===== config.mk =====
export PLATFORM = sky130hd
export DESIGN_NAME = pipeline_ctrl
export DESIGN_NICKNAME = d
export VERILOG_FILES = /design/src/rtl/pipeline_pkg.sv /design/src/rtl/pipeline_ctrl_hazard_forward_unit.sv /design/src/rtl/pipeline_ctrl.sv
export SDC_FILE = /design/constraint.sdc
export NUM_CORES = 1
export LEC_CHECK = 0
export BUFFER_PORTS_ARGS = -buffer_cell sky130_fd_sc_hd__buf_2
export CORE_MARGIN = 2
export CORE_UTILIZATION = 57
export CTS_BUF_LIST = sky130_fd_sc_hd__clkbuf_16
export DETAILED_ROUTE_END_ITERATION = 7
export PLACE_DENSITY_LB_ADDON = 0.2
export SYNTH_ARGS = -nofsm -noshare
export SYNTH_HDL_FRONTEND = slang
export SYNTH_SLANG_ARGS = --single-unit

===== constraint.sdc =====
create_clock -name clk -period 3.6 [get_ports clk]
set_clock_uncertainty 0.2 [all_clocks]
set_input_delay 0.18 -clock clk [delete_from_list [all_inputs] [get_ports clk]]
set_output_delay 0.18 -clock clk [all_outputs]
set_load 0.05 [all_outputs]

===== src/rtl/pipeline_pkg.sv =====
// Shared definitions for the pipeline hazard/sequencing controller:
// FSM state encoding, forwarding select codes and the forwarding helper.
package pipeline_pkg;

    typedef enum logic [1:0] {
        RUN      = 2'd0,
        MEM_WAIT = 2'd1,
        ERROR    = 2'd2
    } ctrl_state_t;

    localparam logic [1:0] FWD_RF  = 2'b00;
    localparam logic [1:0] FWD_WB  = 2'b01;
    localparam logic [1:0] FWD_MEM = 2'b10;

    localparam logic [1:0] RESULTSRC_LOAD = 2'b01;

    // Picks the freshest producer of an EX operand. MEM is younger than WB,
    // so it wins. x0 is never forwarded because it always reads as zero.
    function automatic logic [1:0] fwd_select(
        input logic [4:0] rs_e,
        input logic [4:0] rd_m,
        input logic       wr_m,
        input logic [4:0] rd_w,
        input logic       wr_w
    );
        logic [1:0] sel;
        sel = FWD_RF;
        if (wr_m && (rd_m != 5'd0) && (rd_m == rs_e)) begin
            sel = FWD_MEM;
        end else if (wr_w && (rd_w != 5'd0) && (rd_w == rs_e)) begin
            sel = FWD_WB;
        end
        return sel;
    endfunction

endpackage


===== src/rtl/pipeline_ctrl_hazard_forward_unit.sv =====
// Purely combinational hazard detection: load-use between EX and ID,
// and the EX-stage operand forwarding selects.
module hazard_forward_unit
    import pipeline_pkg::*;
(
    input  logic [4:0] rs1_d,
    input  logic [4:0] rs2_d,
    input  logic [4:0] rs1_e,
    input  logic [4:0] rs2_e,
    input  logic [4:0] rd_e,
    input  logic [1:0] result_src_e,
    input  logic [4:0] rd_m,
    input  logic       reg_write_m,
    input  logic [4:0] rd_w,
    input  logic       reg_write_w,
    output logic       load_use,
    output logic [1:0] forward_a,
    output logic [1:0] forward_b
);

    // A load in EX whose destination is read by the ID instruction cannot be
    // forwarded in time, so the ID instruction must wait one cycle.
    always_comb begin
        load_use  = (result_src_e == RESULTSRC_LOAD) && (rd_e != 5'd0) &&
                    ((rd_e == rs1_d) || (rd_e == rs2_d));
        forward_a = fwd_select(rs1_e, rd_m, reg_write_m, rd_w, reg_write_w);
        forward_b = fwd_select(rs2_e, rd_m, reg_write_m, rd_w, reg_write_w);
    end

endmodule


===== src/rtl/pipeline_ctrl.sv =====
// Hazard and sequencing controller for the 5-stage pipeline: register
// enables/flushes, forwarding selects, data-memory wait FSM with timeout,
// and saturating stall / branch-flush performance counters.
module pipeline_ctrl
    import pipeline_pkg::*;
#(
    parameter int MEM_TIMEOUT = 16,
    parameter int CNT_W       = 32
) (
    input  logic             clk,
    input  logic             rst,
    input  logic [4:0]       Rs1_D,
    input  logic [4:0]       Rs2_D,
    input  logic [4:0]       Rs1_E,
    input  logic [4:0]       Rs2_E,
    input  logic [4:0]       Rd_E,
    input  logic [1:0]       ResultSrc_E,
    input  logic             PCSrc_E,
    input  logic [4:0]       Rd_M,
    input  logic             RegWrite_M,
    input  logic             MemReq_M,
    input  logic             dmem_ready,
    input  logic [4:0]       Rd_W,
    input  logic             RegWrite_W,
    output logic             pc_en,
    output logic             ifid_en,
    output logic             ifid_flush,
    output logic             idex_en,
    output logic             idex_flush,
    output logic             exmem_en,
    output logic             memwb_flush,
    output logic [1:0]       ForwardA_E,
    output logic [1:0]       ForwardB_E,
    output logic             mem_err,
    output logic [CNT_W-1:0] stall_cnt,
    output logic [CNT_W-1:0] flush_cnt
);

    localparam int WAIT_W = $clog2(MEM_TIMEOUT + 1);
    localparam logic [WAIT_W-1:0] WAIT_LAST = WAIT_W'(MEM_TIMEOUT - 1);

    ctrl_state_t       state;
    logic [WAIT_W-1:0] wait_cnt;

    logic       load_use;
    logic [1:0] fwd_a;
    logic [1:0] fwd_b;
    logic       mem_stall;

    logic take_stall;
    logic take_branch;
    logic take_lu;
    logic in_error;

    hazard_forward_unit u_hazard (
        .rs1_d        (Rs1_D),
        .rs2_d        (Rs2_D),
        .rs1_e        (Rs1_E),
        .rs2_e        (Rs2_E),
        .rd_e         (Rd_E),
        .result_src_e (ResultSrc_E),
        .rd_m         (Rd_M),
        .reg_write_m  (RegWrite_M),
        .rd_w         (Rd_W),
        .reg_write_w  (RegWrite_W),
        .load_use     (load_use),
        .forward_a    (fwd_a),
        .forward_b    (fwd_b)
    );

    assign mem_stall = MemReq_M & ~dmem_ready;

    // Pick exactly one pipeline action for this cycle. Memory stalls beat
    // branches, and a branch discards the ID instruction so a simultaneous
    // load-use hazard is moot. Nothing is asserted while in reset.
    always_comb begin
        take_stall  = 1'b0;
        take_branch = 1'b0;
        take_lu     = 1'b0;
        in_error    = 1'b0;
        if (rst) begin
            case (state)
                RUN: begin
                    if (mem_stall)     take_stall  = 1'b1;
                    else if (PCSrc_E)  take_branch = 1'b1;
                    else if (load_use) take_lu     = 1'b1;
                end
                MEM_WAIT: begin
                    if (!dmem_ready)   take_stall  = 1'b1;
                    else if (PCSrc_E)  take_branch = 1'b1;
                    else if (load_use) take_lu     = 1'b1;
                end
                ERROR: begin
                    in_error = 1'b1;
                end
                default: begin
                end
            endcase
        end
    end

    // Map the chosen action onto the register controls. A flushed register
    // is always enabled so the bubble actually gets written.
    always_comb begin
        pc_en       = ~(take_stall | take_lu | in_error);
        ifid_en     = ~(take_stall | take_lu | in_error);
        ifid_flush  = take_branch;
        idex_en     = ~(take_stall | in_error);
        idex_flush  = take_branch | take_lu;
        exmem_en    = ~(take_stall | in_error);
        memwb_flush = take_stall | in_error;
        ForwardA_E  = rst ? fwd_a : FWD_RF;
        ForwardB_E  = rst ? fwd_b : FWD_RF;
    end

    // Data-memory wait FSM: counts stalled cycles and gives up after
    // MEM_TIMEOUT of them, parking in ERROR until the next reset.
    always_ff @(posedge clk or negedge rst) begin
        if (!rst) begin
            state    <= RUN;
            wait_cnt <= '0;
            mem_err  <= 1'b0;
        end else begin
            mem_err <= 1'b0;
            case (state)
                RUN: begin
                    if (mem_stall) begin
                        state    <= MEM_WAIT;
                        wait_cnt <= WAIT_W'(1);
                    end
                end
                MEM_WAIT: begin
                    if (dmem_ready) begin
                        state    <= RUN;
                        wait_cnt <= '0;
                    end else if (wait_cnt == WAIT_LAST) begin
                        state   <= ERROR;
                        mem_err <= 1'b1;
                    end else begin
                        wait_cnt <= wait_cnt + WAIT_W'(1);
                    end
                end
                ERROR: begin
                    state <= ERROR;
                end
                default: begin
                    state    <= RUN;
                    wait_cnt <= '0;
                end
            endcase
        end
    end

    // Saturating performance counters: frozen-PC cycles and accepted branches.
    always_ff @(posedge clk or negedge rst) begin
        if (!rst) begin
            stall_cnt <= '0;
            flush_cnt <= '0;
        end else begin
            if (!pc_en && (stall_cnt != {CNT_W{1'b1}})) begin
                stall_cnt <= stall_cnt + CNT_W'(1);
            end
            if (take_branch && (flush_cnt != {CNT_W{1'b1}})) begin
                flush_cnt <= flush_cnt + CNT_W'(1);
            end
        end
    end

endmodule


=== Word-level counts from Yosys, hierarchy flattened ===
Cells that the tools add are included.

* Equal/unequal tests: 15
* Muxes and demuxes: 34
* Bitwise logic cells: 9
* Add/sub/neg operators: 3
* Reductions and logical operators: 17

{| class="wikitable"
|+ Operators with widths
! kind !! number
|-
| $add 32x1->32 const B || 2
|-
| $ne 32x32->1 const B || 2
|-
| $eq 5x5->1 || 6
|-
| $mux 1 || 19
|-
| $mux 5 || 3
|-
| $pmux 5 s3 || 1
|-
| $reduce_bool 5->1 || 3
|-
| $mux 2 || 7
|-
| $logic_and 1x1->1 || 10
|-
| $ne 3x3->1 const B || 2
|-
| $pmux 1 s2 || 3
|-
| $pmux 2 s3 || 1
|-
| $add 5x1->5 const B || 1
|-
| $eq 5x4->1 const B || 1
|-
| $eq 2x1->1 const B || 2
|-
| $not 1->1 || 4
|-
| $or 1x1->1 || 4
|-
| $reduce_and 3->1 || 1
|-
| $eq 2x2->1 const B || 1
|-
| $logic_not 2->1 || 1
|-
| $ne 2x2->1 const B || 1
|-
| $reduce_and 2->1 || 1
|-
| $and 1x1->1 || 1
|-
| $logic_or 1x1->1 || 1
|}

* Output and inout bits: 76
* Register bits: 72

=== Logic depth before layout (Yosys ltp) ===
Gate-level depths: netlist (run 1).

* Depth in word-level cells: 11
* Depth in mapped cells: 8

=== Modules after synthesis ===
Synthesis (run 1) repeated with hierarchy kept, for this count alone.

* Cell total of the unflattened synthesis: 405
* Area, all modules: 4086.4 um^2

{| class="wikitable"
|+ By module, submodules not included
! module !! cells each !! area each (um^2) !! instances
|-
| pipeline_ctrl || 355 || 3688.5 || 1
|-
| hazard_forward_unit || 50 || 397.9 || 1
|}

=== Worst setup path after synthesis (run 1) ===
Ideal clock, no wire load.

* Path kind: input to output
* Start point: input port Rd_M[0]
* End point: output port ForwardA_E[0]
* Cell stages on the path: 4
* Arrival time: 2531 ps
* Setup slack: 689 ps
* Buffers on the path: 0
* Cell sequence: or4_1 -> o21ai_0 -> nor4_1 -> nor4_1

* Longest elaborated chain between the ends: 5

{| class="wikitable"
|+ RTL lines
! what !! line !! RTL
|-
| from (decl) || pipeline_ctrl.sv:19 || <nowiki>input logic [4:0] Rd_M,</nowiki>
|-
| $reduce_bool 5->1 || pipeline_pkg.sv:28 || <nowiki>if (wr_m && (rd_m != 5'd0) && (rd_m == rs_e)) begin</nowiki>
|-
| $logic_and 1x1->1 || pipeline_pkg.sv:28 ||
|-
| $logic_and 1x1->1 * || pipeline_pkg.sv:28 ||
|-
| $mux 2 * || pipeline_pkg.sv:28 ||
|-
| $mux 2 * || pipeline_ctrl.sv:112 || <nowiki>ForwardA_E = rst ? fwd_a : FWD_RF;</nowiki>
|-
| to (decl) || pipeline_ctrl.sv:32 || <nowiki>output logic [1:0] ForwardA_E,</nowiki>
|}

Mark *: on every way between the ends. The rest lies on a longest branch, timed or not.

=== Worst setup path in the final report (run 1) ===
* Start point: register state[0]
* End point: output port ifid_en

* Longest elaborated chain between the ends: 6

{| class="wikitable"
|+ RTL lines
! what !! line !! RTL
|-
| from (decl) || pipeline_ctrl.sv:42 || <nowiki>ctrl_state_t state;</nowiki>
|-
| from (signal assigned) || pipeline_ctrl.sv:120 || <nowiki>state <= RUN;</nowiki>
|-
| from (signal assigned) || pipeline_ctrl.sv:128 || <nowiki>state <= MEM_WAIT;</nowiki>
|-
| from (signal assigned) || pipeline_ctrl.sv:134 || <nowiki>state <= RUN;</nowiki>
|-
| $eq 2x1->1 or $logic_not 2->1 (tied branches) || pipeline_ctrl.sv:82 || <nowiki>case (state)</nowiki>
|-
| $pmux 1 s2 || pipeline_ctrl.sv:82 ||
|-
| $mux 1 || pipeline_ctrl.sv:81 || <nowiki>if (rst) begin</nowiki>
|-
| $or 1x1->1 || pipeline_ctrl.sv:106 || <nowiki>ifid_en = ~(take_stall | take_lu | in_error);</nowiki>
|-
| $or 1x1->1 * || pipeline_ctrl.sv:106 ||
|-
| $not 1->1 * || pipeline_ctrl.sv:106 ||
|-
| to (decl) || pipeline_ctrl.sv:26 || <nowiki>output logic ifid_en,</nowiki>
|}

Marked as above.

==> run_results.csv, run 1 <==
group,metric,value,unit
run,maxCapViolations,0,
floorplan,rows,31,
cells_and_area,fin_area,5300,µm²
placed_design,port_buffers,119,
clock_network,post_cts_buffers,0,
placed_design,dp_slack,1.05,ns
logic_synthesis,yosysWarnings,0,
logic_synthesis,ys_types,56,
clock_network,worstSkewPairLatency,0.33,ns
power_and_ir_drop,peakVddDrop,0.291,mV
route,drt_pre_antenna_iters,4,
clock_network,cts_resized,0,
placed_design,dp_hpwl,6920,µm
timing,clock.fmax,366,MHz
placed_design,routabilityCongestion,0.795,
clock_network,clk_pin_slew,0.06,ns
clock_network,cts_buffers,9,
route,vias,3364,
cells_and_area,drive_gt1_share,34.8,%
timing,min_period,2.73,ns
logic_synthesis,synthFlopType,"dfrtp_1",
logic_synthesis,ys_seq_area_share,41.9,%
floorplan,die-area,8260,µm²
logic_synthesis,synthArstFlopShare,100,%
clock_network,cts.sinks,72,
placed_design,placed_area,4960,µm²
power_and_ir_drop,p_leak,2.60,nW
critical_path,cp_slowest_stage_delay,0.51,ns
timing,setup_tns,0,ns
route,via_per_inst,5.41,
logic_synthesis,ys_seq_elements,72,
timing,rsz0062_at_grt,"false",
power_and_ir_drop,totalPowerFinal,2.45,mW
cells_and_area,fill_cells,572,
critical_path,slowest_stage,"o21ai_4",
logic_synthesis,syn-mean-instance-area,11.0,µm²
clock_network,cts_tree,"done",
global_route,grt_overflow,0,
logic_synthesis,synth_cells,392,
route,wirelength,9330,µm
route,drtAntennaViolNets,0,
cells_and_area,antenna_cells,0,
timing,max_slew_margin,42.6,%
timing,drv_slew,0,
clock_network,root_buffer,"clkbuf_16",
power_and_ir_drop,p_per_area,463,nW/µm²
floorplan,design.core.area,7290,µm²
global_route,grt_max_degree,67,
timing,holdWs,0.0451,ns
floorplan,io_pins,120,
critical_path,worstSetupPathType,"flop to primary output",
route,drc,0,
timing,hold_violations,0,
timing,setup_ws,0.871,ns
cells_and_area,utilization,72.7,%
min_path,min_path_type,"input port to asynchronous set/reset pin",
cells_and_area,mostFrequentLayoutCells,"118 x buf_2, 72 x dfrtp_1, 57 x xor2_1, 36 x xnor2_1, 36 x nand2_1",
clock_network,cts_buffer_depth,2,
logic_synthesis,synth_area,4300,µm²
global_route,antenna_found_initial,0,
timing,post-route-period-util,75.8,%
critical_path,critPathArrivalTime,2.35,ns
critical_path,required,3.22,ns
floorplan,start_util,59.0,%
critical_path,path_max_fanout,15,
critical_path,cp-start-kind,"flop",
critical_path,end_kind,"primary output",
clock_network,htreeDepth,3,
logic_synthesis,synth_edf_count,0,
route,drt-initial-drc-count,115,
placed_design,dp_cells,604,
route,wl_per_cell,15.0,µm
cells_and_area,nets,566,
logic_synthesis,syn-num-nets,440,
floorplan,fp.dieW,90.9,µm
outcome,outcome,"complete, no violations",
cells_and_area,layout_commonest_cell,"buf_2",
cells_and_area,final_cells,622,
cells_and_area,synthToLayoutAreaGrowth,23.2,%
global_route,grt_pass1_wl,16100,µm
floorplan,die_y,90.9,µm
timing,setup_viol,0,
global_route,grt.total_usage,24.1,%
timing,worst_pin_slew,0.859,ns
global_route,grt_pass1_vias,3406,
critical_path,cp_cell_sequence,"o21bai_4, o21ai_2, and2_2, o21ai_4, buf_2",
sequential cells by signal, indices dropped and copies added (netlist names):
name       count
flush_cnt     32
mem_err        1
stall_cnt     32
state          2
wait_cnt       5
kinds of logic (layout without fill, tap and decap cells):
family	after synthesis	after routing	share of synthesized area, %
adders and majority gates	4	4	1.16
and+or+nand+nor	184	184	30.1
xor gates and xnor gates	93	93	18.9
muxes	4	4	1.11
buffers and inverters	17	148	2.82
AOI/OAI and AO/OA	18	18	3.96
DFF	72	72	41.9
cells in the mapped netlist (2+ instances only):
library cell	number	share of area (%)
buf_4	3	0.52
nand4_4	3	1.5
nor3b_1	2	0.35
nor3_1	7	0.81
or4_1	5	0.87
ha_1	4	1.2
xor2_1	57	12
nand2b_1	2	0.29
buf_8	2	0.70
nand3_1	20	2.3
nor4_1	5	0.73
nor3_2	3	0.70
dfrtp_1	72	42
nand4_2	2	0.58
o21ai_0	6	0.70
and2_1	9	1.3
nor2_1	28	2.4
nor4b_4	3	1.7
nand2_1	36	3.1
o211ai_1	2	0.35
nor4_4	5	2.5
and3_1	7	1.0
and4_1	7	1.4
or2_2	2	0.29
nor4_2	9	2.6
mux2_2	2	0.52
a21oi_1	2	0.23
nor4b_1	2	0.41
inv_1	7	0.61
buf_6	3	0.79
xnor2_1	36	7.3
nand4_1	14	2.0
nor4b_2	2	0.70
final cells by class:
cell class / instances / area, µm² / area share [%]
tap: 99 / 124 / 2.34
clock buffer: 9 / 225 / 4.25
clock inverter: 7 / 96.3 / 1.82
timing repair buffer: 125 / 648 / 12.2
multi-input combinational: 303 / 2380 / 44.9
sequential: 72 / 1800 / 34.0
inverter: 7 / 26.3 / 0.496
metal layers:
metal  up-vias  GRT usage (%)  wire, µm  share of wire [%]
li1       1628              -         -                  -
met1      1638           30.1      3900                 42
met2        85           41.4      4820                 52
met3        13           5.43       463                5.0
met4         0           8.08       146                1.6
met5         -              0         0                  0
repair_timing:
item	in CTS	in global routing
hold buffers	2	0
endpoints found under the hold margin	8	0
setup endpoints to repair	0	0
path summary, 6_finish.rpt:
check                                 to  depth (start not counted)     startpoint  slack (ns)
max                              ifid_en                          5       state[0]        0.87
min                             state[0]                          2            rst        0.05
max reg2reg                 stall_cnt[1]                          7       state[0]        1.02
min reg2reg                flush_cnt[19]                          1  flush_cnt[19]        0.29
max in group asynchronous   flush_cnt[4]                          3            rst        2.10
min in group clk             wait_cnt[0]                          3       MemReq_M        0.08
power breakdown:
group / total, mW / switching (mW) / leakage [nW] / internal, mW
clock: 0.948 / 0.342 / 0.149 / 0.606
sequential: 0.968 / 0.0946 / 0.962 / 0.873
combinational: 0.536 / 0.376 / 1.49 / 0.160
critical path: cells and delay by family (launching register included):
family | cells | cell delay [ns]
AND/OR/NAND/NOR | 1 | 0.25
buffers and inverters | 1 | 0.39
flip-flops | 1 | 0.47
AO/OA/AOI/OAI | 3 | 0.90
(Power assumes the default switching activity.)
==> run 2, diff against run 1 <==
Settings changed: CORE_UTILIZATION 57 to 53.
Clock period 3.6 ns to 2.6 ns, I/O delays scaled along.
==> run_results.csv, run 2 (synthesis gave the netlist of run 1 again) <==
group,metric,value,unit
outcome,outcome,"complete, no violations",
cells_and_area,drive_gt1_share,35.5,%
power_and_ir_drop,p_leak,2.62,nW
placed_design,dp_cells,610,
critical_path,critPathArrivalTime,2.13,ns
floorplan,rows,32,
clock_network,cts_resized,0,
floorplan,die_y,94.1,µm
route,vias,3380,
floorplan,io_pins,120,
critical_path,required,2.27,ns
clock_network,worstSkewPairLatency,0.33,ns
cells_and_area,layout_commonest_cell,"buf_2",
route,wl_per_cell,15.0,µm
placed_design,routabilityCongestion,0.882,
timing,min_period,2.46,ns
clock_network,post_cts_buffers,0,
global_route,antenna_found_initial,0,
cells_and_area,fill_cells,630,
global_route,grt_pass1_wl,15600,µm
cells_and_area,antenna_cells,0,
route,drc,0,
timing,worst_pin_slew,0.764,ns
critical_path,worstSetupPathType,"flop to primary output",
timing,clock.fmax,406,MHz
power_and_ir_drop,totalPowerFinal,3.30,mW
min_path,min_from,"MemReq_M",
critical_path,cp-start-kind,"flop",
timing,rsz0062_at_grt,"false",
cells_and_area,utilization,68.3,%
min_path,worstHoldEndpoint,"wait_cnt[0]",
route,drtAntennaViolNets,0,
clock_network,cts_buffers,9,
min_path,min_path_cells,3,
cells_and_area,synthToLayoutAreaGrowth,24.1,%
placed_design,dp_hpwl,7140,µm
clock_network,htreeDepth,3,
critical_path,r2r_start,"stall_cnt[8]",
route,wirelength,9430,µm
timing,hold_violations,0,
clock_network,root_buffer,"clkbuf_16",
cells_and_area,nets,570,
timing,post-route-period-util,94.7,%
global_route,grt.total_usage,22.4,%
critical_path,path_max_fanout,25,
run,maxCapViolations,0,
route,drt-initial-drc-count,185,
power_and_ir_drop,p_per_area,619,nW/µm²
clock_network,cts_tree,"done",
clock_network,cts.sinks,72,
route,drt_pre_antenna_iters,4,
critical_path,end_kind,"primary output",
min_path,min_path_type,"input port to flop",
critical_path,r2r_cells,6,
critical_path,reg2reg_slack,0.29,ns
critical_path,r2r_end,"stall_cnt[28]",
floorplan,design.core.area,7810,µm²
cells_and_area,mostFrequentLayoutCells,"118 x buf_2, 72 x dfrtp_1, 57 x xor2_1, 36 x xnor2_1, 36 x nand2_1",
clock_network,clk_pin_slew,0.05,ns
floorplan,die-area,8850,µm²
placed_design,port_buffers,119,
cells_and_area,reg_top3,"flush_cnt: 32 flops, stall_cnt: 32 flops, wait_cnt: 5 flops",
timing,setup_viol,0,
clock_network,cts_buffer_depth,2,
floorplan,fp.dieW,94.1,µm
global_route,grt_max_degree,63,
timing,max_slew_margin,49.1,%
clock_network,ctsHoldBuffers,3,
route,via_per_inst,5.37,
floorplan,start_util,55.1,%
power_and_ir_drop,peakVddDrop,0.365,mV
global_route,grt_overflow,0,
cells_and_area,final_cells,629,
timing,drv_slew,0,
timing,setup_tns,0,ns
global_route,grt_pass1_vias,3278,
## run 2: worst max-delay path, cell delays in order, from the launching register on
cell	delay [ns]
dfrtp_1	0.47
o21bai_4	0.28
o21ai_2	0.11
and2_2	0.25
o21ai_4	0.15
buf_12	0.22
buf_2	0.30
## run 2: metrics by stage
step / setup WS (ns) / instance area, µm² / hold WS (ns)
after floorplan: 0.128 / 4310 / -0.366
after global placement: 0.387 / 5010 / -0.253
final: 0.138 / 5340 / 0.0326
after global routing: 0.0727 / 5340 / 0.0262
after detailed placement: 0.309 / 5010 / -0.253
after CTS: 0.120 / 5340 / 0.0214
## run 2: how the worst max path moves through the flow
stage	start	to	slack [ns]	depth (start not counted)
3_5_place_dp	stall_cnt[8]	stall_cnt[4]	0.31	7
6_report	state[0]	ifid_en	0.14	6
5_1_grt	state[0]	pc_en	0.07	6
3_3_place_gp	state[0]	stall_cnt[27]	0.39	7
4_1_cts	state[0]	ifid_en	0.12	6
2_1_floorplan	stall_cnt[0]	stall_cnt[1]	0.13	7
## run 2: metal layers
layer,up-vias,wire length [µm],GRT usage (%)
met2,106,4630,36.5
met4,0,132,8.33
met3,12,503,5.14
li1,1645,-,-
met5,-,0,0
met1,1617,4160,29.1
## run 2: final cells by class
cell class                      instances  area (µm²)  share of cell area, %
Multi-Input combinational cell        303        2390                   44.8
Timing Repair Buffer                  129         693                   13.0
Tap cell                              102         128                   2.39
Sequential cell                        72        1800                   33.8
Inverter                                7        26.3                  0.492
Clock inverter                          7        71.3                   1.34
Clock buffer                            9         225                   4.22
## run 2: power by group
part	total (mW)	leakage [nW]	internal (mW)	switching, mW
clock network	1.23	0.139	0.742	0.484
logic	0.739	1.52	0.222	0.517
registers	1.34	0.962	1.21	0.127
total	3.30	2.62	2.17	1.13
==> run 3, diff against run 2 <==
Settings changed: RECOVER_POWER set to 100.
==> run_results.csv, run 3 (synthesis gave the netlist of run 1 again) <==
group,metric,value,unit
global_route,grt.total_usage,22.4,%
floorplan,rows,32,
outcome,outcome,"complete, but fails checks",
clock_network,cts.sinks,72,
clock_network,cts_tree,"done",
cells_and_area,synthToLayoutAreaGrowth,19.5,%
power_and_ir_drop,switching_share,34.4,%
route,vias,3403,
route,wirelength,9520,µm
critical_path,required,2.27,ns
global_route,grt_pass1_wl,15600,µm
cells_and_area,nets,570,
timing,rsz0062_at_grt,"false",
critical_path,path_max_fanout,25,
cells_and_area,multi_input_area,2290,µm²
placed_design,dp_hpwl,7140,µm
timing,setup_tns,0,ns
route,wl_per_cell,15.1,µm
floorplan,design.core.area,7810,µm²
power_and_ir_drop,p_leak,2.31,nW
power_and_ir_drop,peakVddDrop,0.365,mV
cells_and_area,drive_gt1_share,20.1,%
placed_design,port_buffers,119,
cells_and_area,mostFrequentLayoutCells,"72 x dfrtp_1, 72 x clkbuf_1, 57 x xor2_1, 44 x buf_2",
floorplan,die_y,94.1,µm
clock_network,cts_buffers,9,
critical_path,critPathArrivalTime,2.13,ns
route,drt_pre_antenna_iters,4,
timing,drv_slew,63,
floorplan,fp.dieW,94.1,µm
min_path,min_from,"MemReq_M",
critical_path,end_kind,"primary output",
min_path,worstHoldEndpoint,"state[0]",
power_and_ir_drop,seq_power_share,40.9,%
timing,holdWs,0.0287,ns
critical_path,worstSetupPathType,"flop to primary output",
global_route,grt_overflow,0,
timing,post-route-period-util,94.7,%
power_and_ir_drop,p_int,2.15,mW
run,maxCapViolations,1,
route,drc,0,
power_and_ir_drop,p_per_area,636,nW/µm²
timing,clock.fmax,406,MHz
critical_path,cp-start-kind,"flop",
critical_path,reg2reg_slack,0.16,ns
cells_and_area,fill_cells,685,
timing,setup_viol,0,
clock_network,root_buffer,"clkbuf_16",
timing,max_slew_margin,-1.48,%
clock_network,worstSkewPairLatency,0.33,ns
timing,hold_violations,0,
cells_and_area,layout.area.seq,1800,µm²
clock_network,cts_buffer_depth,2,
global_route,grt_pass1_vias,3278,
power_and_ir_drop,clkPwrFrac,37.5,%
min_path,min_path_type,"input port to flop",
critical_path,r2r_end,"stall_cnt[1]",
cells_and_area,antenna_cells,0,
floorplan,die-area,8850,µm²
global_route,antenna_found_initial,0,
timing,min_period,2.46,ns
route,drtAntennaViolNets,0,
min_path,min_path_cells,3,
floorplan,io_pins,120,
power_and_ir_drop,combPwrFrac,21.6,%
global_route,grt_max_degree,63,
critical_path,r2r_cells,7,
placed_design,routabilityCongestion,0.882,
route,via_per_inst,5.41,
outcome,violations,"capacitance limit, slew limit",
floorplan,start_util,55.1,%
critical_path,crit_start,"state[0]",
clock_network,clk_pin_slew,0.05,ns
critical_path,r2r_start,"state[0]",
power_and_ir_drop,p_sw,1.12,mW
route,drt-initial-drc-count,187,
timing,worst_pin_slew,1.52,ns
clock_network,htreeDepth,3,
cells_and_area,reg_top3,"flush_cnt: 32 flops, stall_cnt: 32 flops, wait_cnt: 5 flops",
## run 3: cell count changes in the layout (fill, tap and decap cells not counted), sizes merged
cell	before	now
buf	126	50
clkbuf	9	85
## run 3: cell type report
class / instances / share of cell area (%)
clock inverter: 7 / 1.39
timing repair buffer: 129 / 11.6
multi-input combinational: 303 / 44.6
clock buffer: 9 / 4.38
tap: 102 / 2.48
sequential: 72 / 35.0
inverter: 7 / 0.511
## run 3: worst max path at each step
stage / end / slack, ns
global route: flush_cnt[24] / 0.04
floorplan: stall_cnt[1] / 0.13
CTS: ifid_en / 0.12
global placement: stall_cnt[27] / 0.39
detailed placement: stall_cnt[4] / 0.31
finish: ifid_en / 0.14
## run 3: worst max-delay path: stages (launching register included)
cell       delay (ns)
dfrtp_1          0.47
o21bai_4         0.26
nand4_1          0.17
o2bb2ai_1        0.37
o21ai_4          0.11
buf_12           0.19
buf_2            0.22
## run 3: power by group through the flow
stage / Combinational, mW / Sequential, mW / Clock, mW
detailed placement: 0.739 / 1.35 / 0
finish: 0.706 / 1.34 / 1.23
global placement: 0.729 / 1.35 / 0
CTS: 0.747 / 1.33 / 1.25
global route: 0.756 / 1.35 / 1.29
floorplan: 0.252 / 1.61 / 0
## run 3: metrics by stage
stage                     total power [mW]  std cells  instance area, µm²  utilization (%)  worst slack, ns
after global placement                2.08        610                5010             64.2            0.387
final                                 3.27        629                5140             65.9            0.138
after CTS                             3.33        629                5340             68.3            0.120
after global routing                  3.40        629                5140             65.9           0.0388
after detailed placement              2.09        610                5010             64.2            0.309
after floorplan                       1.87        392                4310                -            0.128
## run 3: layer usage
layer / wire [µm] / global-route usage (%)
met5: 0 / 0
met3: 553 / 5.14
met2: 4540 / 36.5
met4: 210 / 8.33
met1: 4210 / 29.1
## run 3: what timing repair did
action                                 CTS  global route
hold buffers                             3             0
setup buffers                            0             0
resized for setup                        0             0
endpoints found under the hold margin   73             0
